**config.mk**
```make
export PLATFORM = sky130hd
export DESIGN_NAME = ymf_write_queue_flat
export DESIGN_NICKNAME = d
export VERILOG_FILES = /design/src/rtl/ymf_pkg.sv /design/src/rtl/ymf_write_queue_if.sv /design/src/rtl/ymf_fifo.sv /design/src/rtl/ymf_write_queue.sv /design/src/flat_wrapper.sv
export SDC_FILE = /design/constraint.sdc
export NUM_CORES = 1
export LEC_CHECK = 0
export BUFFER_PORTS_ARGS = -buffer_cell sky130_fd_sc_hd__buf_2
export CAP_MARGIN = 0
export CORE_MARGIN = 5
export CORE_UTILIZATION = 37
export CTS_CLUSTER_SIZE = 16
export DETAILED_ROUTE_END_ITERATION = 10
export GPL_TIMING_DRIVEN = 0
export PLACE_DENSITY = 0.56
export SYNTH_ARGS = -nofsm -noshare
export SYNTH_HDL_FRONTEND = slang
export SYNTH_SLANG_ARGS = --single-unit
```
**constraint.sdc**
```tcl
create_clock -name clk -period 4 [get_ports clk]
set_clock_uncertainty 0.2 [all_clocks]
set_input_delay 0.2 -clock clk [delete_from_list [all_inputs] [get_ports clk]]
set_output_delay 0.2 -clock clk [all_outputs]
set_load 0.02 [all_outputs]
```
**src/rtl/ymf_pkg.sv**
```systemverilog
// Shared types and constants for the YM write queue: FSM states, entry width
// and status-byte bit positions.
package ymf_pkg;

   typedef enum logic [2:0] {
      IDLE   = 3'd0,
      SETUP  = 3'd1,
      STROBE = 3'd2,
      HOLD   = 3'd3,
      WAIT   = 3'd4
   } ymf_state_e;

   localparam int ENTRY_W   = 9;
   localparam int STAT_BUSY = 7;
   localparam int STAT_FULL = 6;
   localparam int STAT_OVF  = 5;
   localparam int STAT_CNT  = 0;

   function automatic int max3(input int a, input int b, input int c);
      int m;
      m = (a > b) ? a : b;
      return (m > c) ? m : c;
   endfunction

endpackage

```
**src/rtl/ymf_write_queue_if.sv**
```systemverilog
// CPU-side strobe/status and YM-side pin signals of the write queue.
interface ymf_write_queue_if;
   logic       cpu_wr;
   logic       cpu_rd;
   logic       cpu_a0;
   logic [7:0] cpu_dat;
   logic [7:0] status;
   logic       ym_cs_n;
   logic       ym_wr_n;
   logic       ym_a0;
   logic [7:0] ym_dat;
   logic       ym_dat_oe;

   modport slave (
      input  cpu_wr, cpu_rd, cpu_a0, cpu_dat,
      output status, ym_cs_n, ym_wr_n, ym_a0, ym_dat, ym_dat_oe
   );

   modport master (
      output cpu_wr, cpu_rd, cpu_a0, cpu_dat,
      input  status, ym_cs_n, ym_wr_n, ym_a0, ym_dat, ym_dat_oe
   );
endinterface

```
**src/rtl/ymf_fifo.sv**
```systemverilog
// Synchronous FIFO; a push is accepted when full only if a pop happens the same cycle.
module ymf_fifo
   import ymf_pkg::*;
#(
   parameter int DEPTH = 4,
   parameter int W     = ENTRY_W,
   parameter int CNT_W = $clog2(DEPTH + 1)
) (
   input  logic             clk,
   input  logic             rst_n,
   input  logic             push,
   input  logic             pop,
   input  logic [W-1:0]     din,
   output logic [W-1:0]     dout,
   output logic [CNT_W-1:0] count,
   output logic             full,
   output logic             empty
);

   localparam int PTR_W = (DEPTH > 1) ? $clog2(DEPTH) : 1;

   logic [W-1:0]     mem_r [DEPTH];
   logic [PTR_W-1:0] wr_ptr_r;
   logic [PTR_W-1:0] rd_ptr_r;
   logic [CNT_W-1:0] count_r;
   logic             push_ok_s;
   logic             pop_ok_s;

   assign full      = (count_r == CNT_W'(DEPTH));
   assign empty     = (count_r == {CNT_W{1'b0}});
   assign push_ok_s = push & (~full | pop_ok_s);
   assign pop_ok_s  = pop & ~empty;
   assign dout      = mem_r[rd_ptr_r];
   assign count     = count_r;

   // storage and pointers; DEPTH is a power of two so pointers wrap naturally
   always_ff @(posedge clk or negedge rst_n) begin
      if (!rst_n) begin
         for (int i = 0; i < DEPTH; i++) begin
            mem_r[i] <= {W{1'b0}};
         end
         wr_ptr_r <= {PTR_W{1'b0}};
         rd_ptr_r <= {PTR_W{1'b0}};
      end else begin
         if (push_ok_s) begin
            mem_r[wr_ptr_r] <= din;
            wr_ptr_r        <= wr_ptr_r + PTR_W'(1);
         end
         if (pop_ok_s) begin
            rd_ptr_r <= rd_ptr_r + PTR_W'(1);
         end
      end
   end

   // occupancy counter
   always_ff @(posedge clk or negedge rst_n) begin
      if (!rst_n) begin
         count_r <= {CNT_W{1'b0}};
      end else begin
         case ({push_ok_s, pop_ok_s})
            2'b10:   count_r <= count_r + CNT_W'(1);
            2'b01:   count_r <= count_r - CNT_W'(1);
            default: count_r <= count_r;
         endcase
      end
   end

endmodule

```
**src/rtl/ymf_write_queue.sv**
```systemverilog
// Queues CPU writes to the YM window and replays them with chip-legal strobe
// and recovery timing; reads clear the sticky overflow flag.
module ymf_write_queue
   import ymf_pkg::*;
#(
   parameter int DEPTH     = 4,
   parameter int WR_PULSE  = 2,
   parameter int ADDR_WAIT = 4,
   parameter int DATA_WAIT = 288
) (
   input  logic              clk,
   input  logic              rst_n,
   ymf_write_queue_if.slave  bus
);

   localparam int CNT_W = $clog2(DEPTH + 1);
   localparam int TMR_W = $clog2(max3(ADDR_WAIT, DATA_WAIT, WR_PULSE)) + 1;

   ymf_state_e         state_r;
   logic [TMR_W-1:0]   tmr_r;
   logic               ovf_r;
   logic               ym_cs_n_r;
   logic               ym_wr_n_r;
   logic               ym_a0_r;
   logic [7:0]         ym_dat_r;
   logic               ym_dat_oe_r;

   logic [ENTRY_W-1:0] head_s;
   logic [CNT_W-1:0]   count_s;
   logic               full_s;
   logic               empty_s;
   logic               pop_s;
   logic               drop_s;
   logic [7:0]         status_s;

   assign pop_s  = (state_r == IDLE) & ~empty_s;
   assign drop_s = bus.cpu_wr & full_s & ~pop_s;

   ymf_fifo #(
      .DEPTH (DEPTH),
      .W     (ENTRY_W),
      .CNT_W (CNT_W)
   ) u_fifo (
      .clk   (clk),
      .rst_n (rst_n),
      .push  (bus.cpu_wr),
      .pop   (pop_s),
      .din   ({bus.cpu_a0, bus.cpu_dat}),
      .dout  (head_s),
      .count (count_s),
      .full  (full_s),
      .empty (empty_s)
   );

   // sticky overflow: a dropped write sets it, a status read clears it
   always_ff @(posedge clk or negedge rst_n) begin
      if (!rst_n) begin
         ovf_r <= 1'b0;
      end else if (drop_s) begin
         ovf_r <= 1'b1;
      end else if (bus.cpu_rd) begin
         ovf_r <= 1'b0;
      end else begin
         ovf_r <= ovf_r;
      end
   end

   // transfer sequencer; every YM pin is driven straight from these registers
   always_ff @(posedge clk or negedge rst_n) begin
      if (!rst_n) begin
         state_r     <= IDLE;
         tmr_r       <= {TMR_W{1'b0}};
         ym_cs_n_r   <= 1'b1;
         ym_wr_n_r   <= 1'b1;
         ym_a0_r     <= 1'b0;
         ym_dat_r    <= 8'h00;
         ym_dat_oe_r <= 1'b0;
      end else begin
         case (state_r)
            IDLE: begin
               if (!empty_s) begin
                  ym_a0_r     <= head_s[8];
                  ym_dat_r    <= head_s[7:0];
                  ym_cs_n_r   <= 1'b0;
                  ym_dat_oe_r <= 1'b1;
                  state_r     <= SETUP;
               end else begin
                  state_r <= IDLE;
               end
            end
            SETUP: begin
               ym_wr_n_r <= 1'b0;
               tmr_r     <= TMR_W'(WR_PULSE - 1);
               state_r   <= STROBE;
            end
            STROBE: begin
               if (tmr_r == {TMR_W{1'b0}}) begin
                  ym_wr_n_r <= 1'b1;
                  state_r   <= HOLD;
               end else begin
                  tmr_r <= tmr_r - TMR_W'(1);
               end
            end
            HOLD: begin
               ym_cs_n_r   <= 1'b1;
               ym_dat_oe_r <= 1'b0;
               // data-port writes need the long recovery
               tmr_r       <= ym_a0_r ? TMR_W'(DATA_WAIT - 1) : TMR_W'(ADDR_WAIT - 1);
               state_r     <= WAIT;
            end
            WAIT: begin
               if (tmr_r == {TMR_W{1'b0}}) begin
                  state_r <= IDLE;
               end else begin
                  tmr_r <= tmr_r - TMR_W'(1);
               end
            end
            default: begin
               state_r     <= IDLE;
               ym_cs_n_r   <= 1'b1;
               ym_wr_n_r   <= 1'b1;
               ym_dat_oe_r <= 1'b0;
            end
         endcase
      end
   end

   // status byte assembled from registered state only
   always_comb begin
      status_s                      = 8'h00;
      status_s[STAT_BUSY]           = ~empty_s | (state_r != IDLE);
      status_s[STAT_FULL]           = full_s;
      status_s[STAT_OVF]            = ovf_r;
      status_s[STAT_CNT+2:STAT_CNT] = 3'(count_s);
   end

   assign bus.status    = status_s;
   assign bus.ym_cs_n   = ym_cs_n_r;
   assign bus.ym_wr_n   = ym_wr_n_r;
   assign bus.ym_a0     = ym_a0_r;
   assign bus.ym_dat    = ym_dat_r;
   assign bus.ym_dat_oe = ym_dat_oe_r;

endmodule
```
**src/flat_wrapper.sv**
```systemverilog
// flat-port wrapper written by rule: the top's interface ports become plain ports
module ymf_write_queue_flat import ymf_pkg::*;
#(
   parameter int DEPTH     = 4,
   parameter int WR_PULSE  = 2,
   parameter int ADDR_WAIT = 4,
   parameter int DATA_WAIT = 288
)
  (clk, rst_n, bus_cpu_wr, bus_cpu_rd, bus_cpu_a0, bus_cpu_dat, bus_status, bus_ym_cs_n, bus_ym_wr_n, bus_ym_a0, bus_ym_dat, bus_ym_dat_oe);
  ymf_write_queue_if bus_i ();
  input  logic clk;
  input  logic rst_n;
  input wire logic [$bits(bus_i.cpu_wr)-1:0] bus_cpu_wr;
  input wire logic [$bits(bus_i.cpu_rd)-1:0] bus_cpu_rd;
  input wire logic [$bits(bus_i.cpu_a0)-1:0] bus_cpu_a0;
  input wire logic [$bits(bus_i.cpu_dat)-1:0] bus_cpu_dat;
  output wire logic [$bits(bus_i.status)-1:0] bus_status;
  output wire logic [$bits(bus_i.ym_cs_n)-1:0] bus_ym_cs_n;
  output wire logic [$bits(bus_i.ym_wr_n)-1:0] bus_ym_wr_n;
  output wire logic [$bits(bus_i.ym_a0)-1:0] bus_ym_a0;
  output wire logic [$bits(bus_i.ym_dat)-1:0] bus_ym_dat;
  output wire logic [$bits(bus_i.ym_dat_oe)-1:0] bus_ym_dat_oe;
  assign bus_i.cpu_wr = bus_cpu_wr;
  assign bus_i.cpu_rd = bus_cpu_rd;
  assign bus_i.cpu_a0 = bus_cpu_a0;
  assign bus_i.cpu_dat = bus_cpu_dat;
  assign bus_status = bus_i.status;
  assign bus_ym_cs_n = bus_i.ym_cs_n;
  assign bus_ym_wr_n = bus_i.ym_wr_n;
  assign bus_ym_a0 = bus_i.ym_a0;
  assign bus_ym_dat = bus_i.ym_dat;
  assign bus_ym_dat_oe = bus_i.ym_dat_oe;
  ymf_write_queue #(.DEPTH(DEPTH), .WR_PULSE(WR_PULSE), .ADDR_WAIT(ADDR_WAIT), .DATA_WAIT(DATA_WAIT)) u_core (.clk(clk), .rst_n(rst_n), .bus(bus_i));
endmodule
```
==> reports/qor.yml, run 1 <==
cp_cell_sequence: "or3_1 -> nor2_1 -> buf_1 -> ha_1 -> inv_1 -> fa_1 -> xor2_1 -> nor2_1 -> xor2_1"
io_buffers: 30
status: "completed"
drcViolationCount: 0
coreArea_mm2: 0.00911
synthTopCellsByArea: "dfrtp_1, mux2_2, mux4_2, ha_1, o21ai_0"
synth_fa_ha_area_frac: 0.0308
synth_area_leader_cell: "dfrtp_1"
setup_viol: 0
synth_most_common_cell: "dfrtp_1"
path_delay_family: "simple AND/OR/NAND/NOR gates"
grt_overflow: 0
r2r_slack_ps: 830
initial_core_util: 0.375
yosysUniqueCellTypes: 50
cp_max_fo: 10
grt_max_degree: 70
seq_area_mm2: 0.00173
synth_compound_area_frac: 0.102
power.leakage_nw: 1.76
die_area_mm2: 0.0113
grt_pass1_wl_mm: 11.9
worstSetupPathType: "flip-flop to flip-flop"
multi_input_area_mm2: 0.00152
grtUsageTotal: 0.134
nFillCells: 862
required_ps: 4060
hold_class: "input pin to flip-flop"
wl_per_cell_um: 15.9
ir_drop_mv: 0.461
antenna_found_initial: 0
timing.final.hold_violations: 0
die_h_um: 106
crit_buf_inv: 2
clockBufferDepth: 2
ys.flop_type: "dfrtp_1"
wl_mm: 6.97
period_minus_slack_ps: 3170
slew_headroom: 0.419
synth_common_cells: "dfrtp_1, mux2_2, nand2_1, nor2_1, inv_1"
synth_xor_area_frac: 0.0179
utilization: 0.446
synth_seq_area_share: 0.506
grt_pass1_vias: 2305
fmax_mhz: 315
clkSinkCount: 69
grt_setup_unrepaired: "no"
die_w_um: 106
ys_warn_count: 0
drt_iter0_markers: 85
synth_top_family_by_area: "multiplexers"
clkLatencyLatePin_ps: 340
tns_ps: 0
async_flop_share: 1.00
ant_nets: 0
tightest_slew_ps: 871
muxShareOfSynthArea: 0.208
ys_ff_latch: 69
arrival_ps: 3240
area_growth_pct: 18.9
syn_avg_cell_area_um2: 12.7
synth_edf_count: 0
synth_top_area_share: 0.491
cts_tree: "yes"
dr.pass1.iters: 4
cts-root-buf: "clkbuf_8"
end_kind: "flip-flop"
ios: 33
numCtsBuffers: 9
design_power_total_mw: 3.55
gp_congestion: 0.761
hpwlAfterDp_mm: 4.67
p_per_area_mw_per_mm2: 873
slew_violations: 0
finalNetCount: 343
fp-row-count: 35
h-tree-depth: 3
clk_pin_slew_ps: 70
layout-drive-gt1-share: 0.366
vias_per_cell: 5.22
slowest_delay_ps: 560
cts_resized: 0
diodes: 0
crit_slowest_cell: "buf_1"
synth_area_mm2: 0.00342
vias: 2293
synth_cells: 269
drv_cap: 0
fin_crit_sh: 0.793
yosys.area_share.simple: 0.0850
critPathLaunchType: "flip-flop"
cells by family (layout without fill, tap and decap cells):
family          count (synthesis)  count (layout)
flops                          69              69
simple gates                   56              56
mux                            54              54
compound gates                 47              47
buf+inv                        27              85
fa+ha+maj                       8               8
xor+xnor                        7               7
other cells                     1               2
metrics by stage:
step | worst slack [ps] | std cells | hold WS (ps) | instance area (um2)
floorplan | 1310 | 270 | -296 | 3420
global placement | 793 | 411 | 199 | 3710
detailed placement | 774 | 411 | 185 | 3710
CTS | 751 | 439 | 129 | 4060
global route | 548 | 439 | 141 | 4060
finish | 826 | 439 | 139 | 4060
cells in the final DEF (no fill, tap or decap), types with 9 or more instances in the layout:
master | netlist | routed
buf_2 | 0 | 29
clkbuf_8 | 3 | 13
dfrtp_1 | 67 | 67
dlygate4sd3_1 | 0 | 12
inv_1 | 12 | 12
mux2_2 | 45 | 45
mux4_2 | 9 | 9
nand2_1 | 14 | 14
nor2_1 | 14 | 14
o21ai_0 | 11 | 11
power by group:
group	switching [mW]	leakage, nW	total, mW	internal, mW
clock	0.275	0.113	0.649	0.373
combinational	0.798	0.816	1.62	0.821
sequential	0.230	0.830	1.28	1.05
routing by layer:
metal	global-route usage	vias to the layer above	share of wire
met3	0.0425	7	0.037
met2	0.216	39	0.51
met4	0.0305	0	0.0088
met1	0.176	1154	0.44
li1	-	1093	-
met5	0	-	0
state kept, by name, indices dropped and copies added (netlist names), 2 cells and up:
register                count
u_core.tmr_r               10
u_core.u_fifo.rd_ptr_r      2
u_core.bus.ym_dat           8
u_core.u_fifo.mem_r        36
u_core.state_r              3
u_core.u_fifo.wr_ptr_r      2
u_core.u_fifo.count         3
worst reg2reg max path: stages, from the launching register on:
cell and delay [ps]:
dfrtp_1 460, or3_1 460, nor2_1 260, buf_1 560, ha_1 310, inv_1 70
fa_1 380, xor2_1 150, nor2_1 110, xor2_1 150
area by class of cell:
cell class                      count  share of cell area
Sequential cell                    69               0.426
Buffer                             14              0.0296
Clock buffer                       10              0.0339
Inverter                           13              0.0120
Tap cell                          111              0.0342
Timing Repair Buffer               42              0.0671
Clock inverter                      6              0.0231
Multi-Input combinational cell    174               0.374
repair_timing:
| item | in CTS | in global routing |
|---|---|---|
| endpoints found under the hold margin | 104 | 0 |
| endpoints found under the setup margin | 0 | 0 |
| buffers inserted | 0 | 0 |
| hold buffers | 12 | 0 |
path summary, 6_finish.rpt:
check / end / from / cells past startpoint
min in group asynchronous: u_core.bus.ym_dat_oe / rst_n / 2
worst min register to register: u_core.u_fifo.mem_r[26] / u_core.u_fifo.mem_r[26] / 1
max in group asynchronous: u_core.bus.ym_dat[2] / rst_n / 2
worst max-delay path: u_core.u_fifo.count[2] / u_core.state_r[1] / 9
worst min-delay path: u_core.u_fifo.wr_ptr_r[0] / bus_cpu_wr / 3
worst max register to register: u_core.u_fifo.count[2] / u_core.state_r[1] / 9
(Power assumes the default switching activity.)
==> run 2, diff against run 1 <==
Settings changed: PLACE_DENSITY 0.56 to 0.58.
Clock period 4 ns to 2.9 ns, I/O delays scaled along.
==> run 2 against run 1 <==
Compared with the run above:
- fmax up 18%
- first-iteration DRC count up 48%
- count of clock-buffer cells in the layout down 1
- critical path depth unchanged
- cell count unchanged
- design area down 0.99%
- via count up 1.7%
- flip-flop and latch count unchanged
- non-clock buffer count unchanged
- register-to-register slack worse by 630 ps
- clock power up 14%
==> reports/qor.yml, run 2 (synthesis results as in run 1) <==
grt_setup_unrepaired: "no"  # unchanged
nFillCells: 869  # was 862
cts_tree: "yes"  # unchanged
power.leakage_nw: 1.74  # was 1.76 nW
dr.pass1.iters: 6  # was 4
crit_cells: 9  # unchanged
ios: 33  # unchanged
drt_iter0_markers: 126  # was 85
critPathLaunchType: "flip-flop"  # unchanged
clkSinkCount: 69  # unchanged
h-tree-depth: 3  # unchanged
ant_nets: 0  # unchanged
coreArea_mm2: 0.00911  # unchanged
wl_mm: 7.03  # was 6.97 mm
die_area_mm2: 0.0113  # unchanged
clockBufferDepth: 2  # unchanged
p_per_area_mw_per_mm2: 1180  # was 873 mW/mm2
io_buffers: 30  # unchanged
cts-root-buf: "clkbuf_8"  # unchanged
crit_buf_inv: 2  # unchanged
slew_headroom: 0.416  # was 0.419
worst_hold_slack_ps: 82.7  # was 139 ps
timing.final.hold_violations: 0  # unchanged
largest_reg_flops: 36  # unchanged
drcViolationCount: 0  # unchanged
path_delay_family: "simple AND/OR/NAND/NOR gates"  # unchanged
period_minus_slack_ps: 2700  # was 3170 ps
path_common_cell: "xor2_1"
hold_path_depth: 3  # unchanged
fmax_mhz: 370  # was 315 MHz
setup_viol: 0  # unchanged
rr_worst_depth: 9  # unchanged
hold_class: "input pin to flip-flop"  # unchanged
worstSetupPathType: "flip-flop to flip-flop"  # unchanged
required_ps: 2970  # was 4060 ps
diodes: 0  # unchanged
initial_core_util: 0.375  # unchanged
layout_common_cells: "dfrtp_1, mux2_2, buf_2, nand2_1, nor2_1"  # was dfrtp_1, mux2_2, buf_2, nor2_1, nand2_1
worst_slack_ps: 201  # was 826 ps
grt_pass1_wl_mm: 12.0  # was 11.9 mm
wl_per_cell_um: 16.0  # was 15.9 um
numCtsBuffers: 9  # unchanged
die_h_um: 106  # unchanged
fp-row-count: 35  # unchanged
die_w_um: 106  # unchanged
dp_slack_ps: -349  # was 774 ps
cp_cell_sequence: "or3_1 -> nor2_2 -> buf_4 -> ha_1 -> inv_1 -> fa_1 -> xor2_1 -> nor2_1 -> xor2_1"  # was or3_1 -> nor2_1 -> buf_1 -> ha_1 -> inv_1 -> fa_1 -> xor2_1 -> nor2_1 -> xor2_1
dpl-instance-area_mm2: 0.00371  # unchanged
final_common_cell: "dfrtp_1"  # unchanged
vias_per_cell: 5.31  # was 5.22
finalNetCount: 343  # unchanged
largest-register: "u_core.u_fifo.mem_r"  # unchanged
grt_overflow: 0  # unchanged
grtUsageTotal: 0.134  # about the same
grt_pass1_vias: 2361  # was 2305
ir_drop_mv: 0.459  # was 0.461 mV
drv_cap: 0  # unchanged
tightest_slew_ps: 875  # was 871 ps
area_growth_pct: 17.8  # was 18.9%
slowest_delay_ps: 470  # was 560 ps
clk_pin_slew_ps: 80  # was 70 ps
status: "completed"  # unchanged
postCtsSetupBuffers: 0  # unchanged
clkLatencyLatePin_ps: 340  # about the same
vias: 2333  # was 2293
slew_violations: 0  # unchanged
design_power_total_mw: 4.74  # was 3.55 mW
tns_ps: 0  # unchanged
hpwlAfterDp_mm: 4.67  # about the same
gp_congestion: 0.772  # was 0.761
end_kind: "flip-flop"  # unchanged
grt_max_degree: 70  # unchanged
fin_crit_sh: 0.931  # was 0.793
cp_max_fo: 10  # unchanged
antenna_found_initial: 0  # unchanged
finalInstanceArea_mm2: 0.00402  # was 0.00406 mm2
crit_slowest_cell: "or3_1"  # was buf_1
layout-drive-gt1-share: 0.372  # was 0.366
arrival_ps: 2770  # was 3240 ps
[run 2: cell types whose count changed in the layout (fill, tap and decap cells not counted), sizes merged]
cell,previous run,this run
inv,14,17
clkbuf,15,14
bufinv,2,0
clkinvlp,1,2
clkinv,2,1
[run 2: final timing paths]
kind / slack (ps) / from / end
setup / recovery: 200 / u_core.state_r[1] / u_core.u_fifo.count[2]
hold / removal: 80 / bus_cpu_wr / u_core.u_fifo.wr_ptr_r[0]
setup reg to reg: 200 / u_core.state_r[1] / u_core.u_fifo.count[2]
hold reg to reg: 310 / u_core.u_fifo.mem_r[3] / u_core.u_fifo.mem_r[3]
max in group asynchronous: 1660 / rst_n / u_core.tmr_r[9]
min in group asynchronous: 260 / rst_n / u_core.bus.ym_dat_oe
[run 2: where the power goes]
part / switching (mW) / internal (mW)
registers: 0.310 / 1.45
clock network: 0.414 / 0.328
logic: 1.10 / 1.14
total: 1.82 / 2.92
[run 2: worst register-to-register path, stage by stage (launching register included)]
cell and delay [ps]:
dfrtp_1 460, or3_1 470, nor2_2 200, buf_4 250, ha_1 210, inv_1 60, fa_1 370, xor2_1 150
nor2_1 130, xor2_1 150
[run 2: routing by layer]
metal | global-route usage | routed length, um
met4 | 0.0305 | 50
met3 | 0.0407 | 272
met2 | 0.216 | 3380
met5 | 0 | 0
met1 | 0.179 | 3320
[run 2: layout make-up]
type,count,area [um2],area share
Inverter,13,48.8,0.0121
Tap cell,111,139,0.0345
Multi-Input combinational cell,174,1520,0.379
Sequential cell,69,1730,0.430
Clock buffer,9,124,0.0308
Buffer,14,124,0.0308
Clock inverter,7,61.3,0.0152
Timing Repair Buffer,42,273,0.0678
[run 2: timing repair]
action / in CTS / in global routing
hold endpoints to repair: 104 / 0
setup endpoints to repair: 2 / 1
gates resized for setup: 2 / 1
hold buffers: 12 / 0
[run 2: through the flow]
step / util / std cells
floorplan: - / 270
global placement: 0.407 / 411
detailed placement: 0.407 / 411
CTS: 0.441 / 439
global route: 0.442 / 439
finish: 0.442 / 439
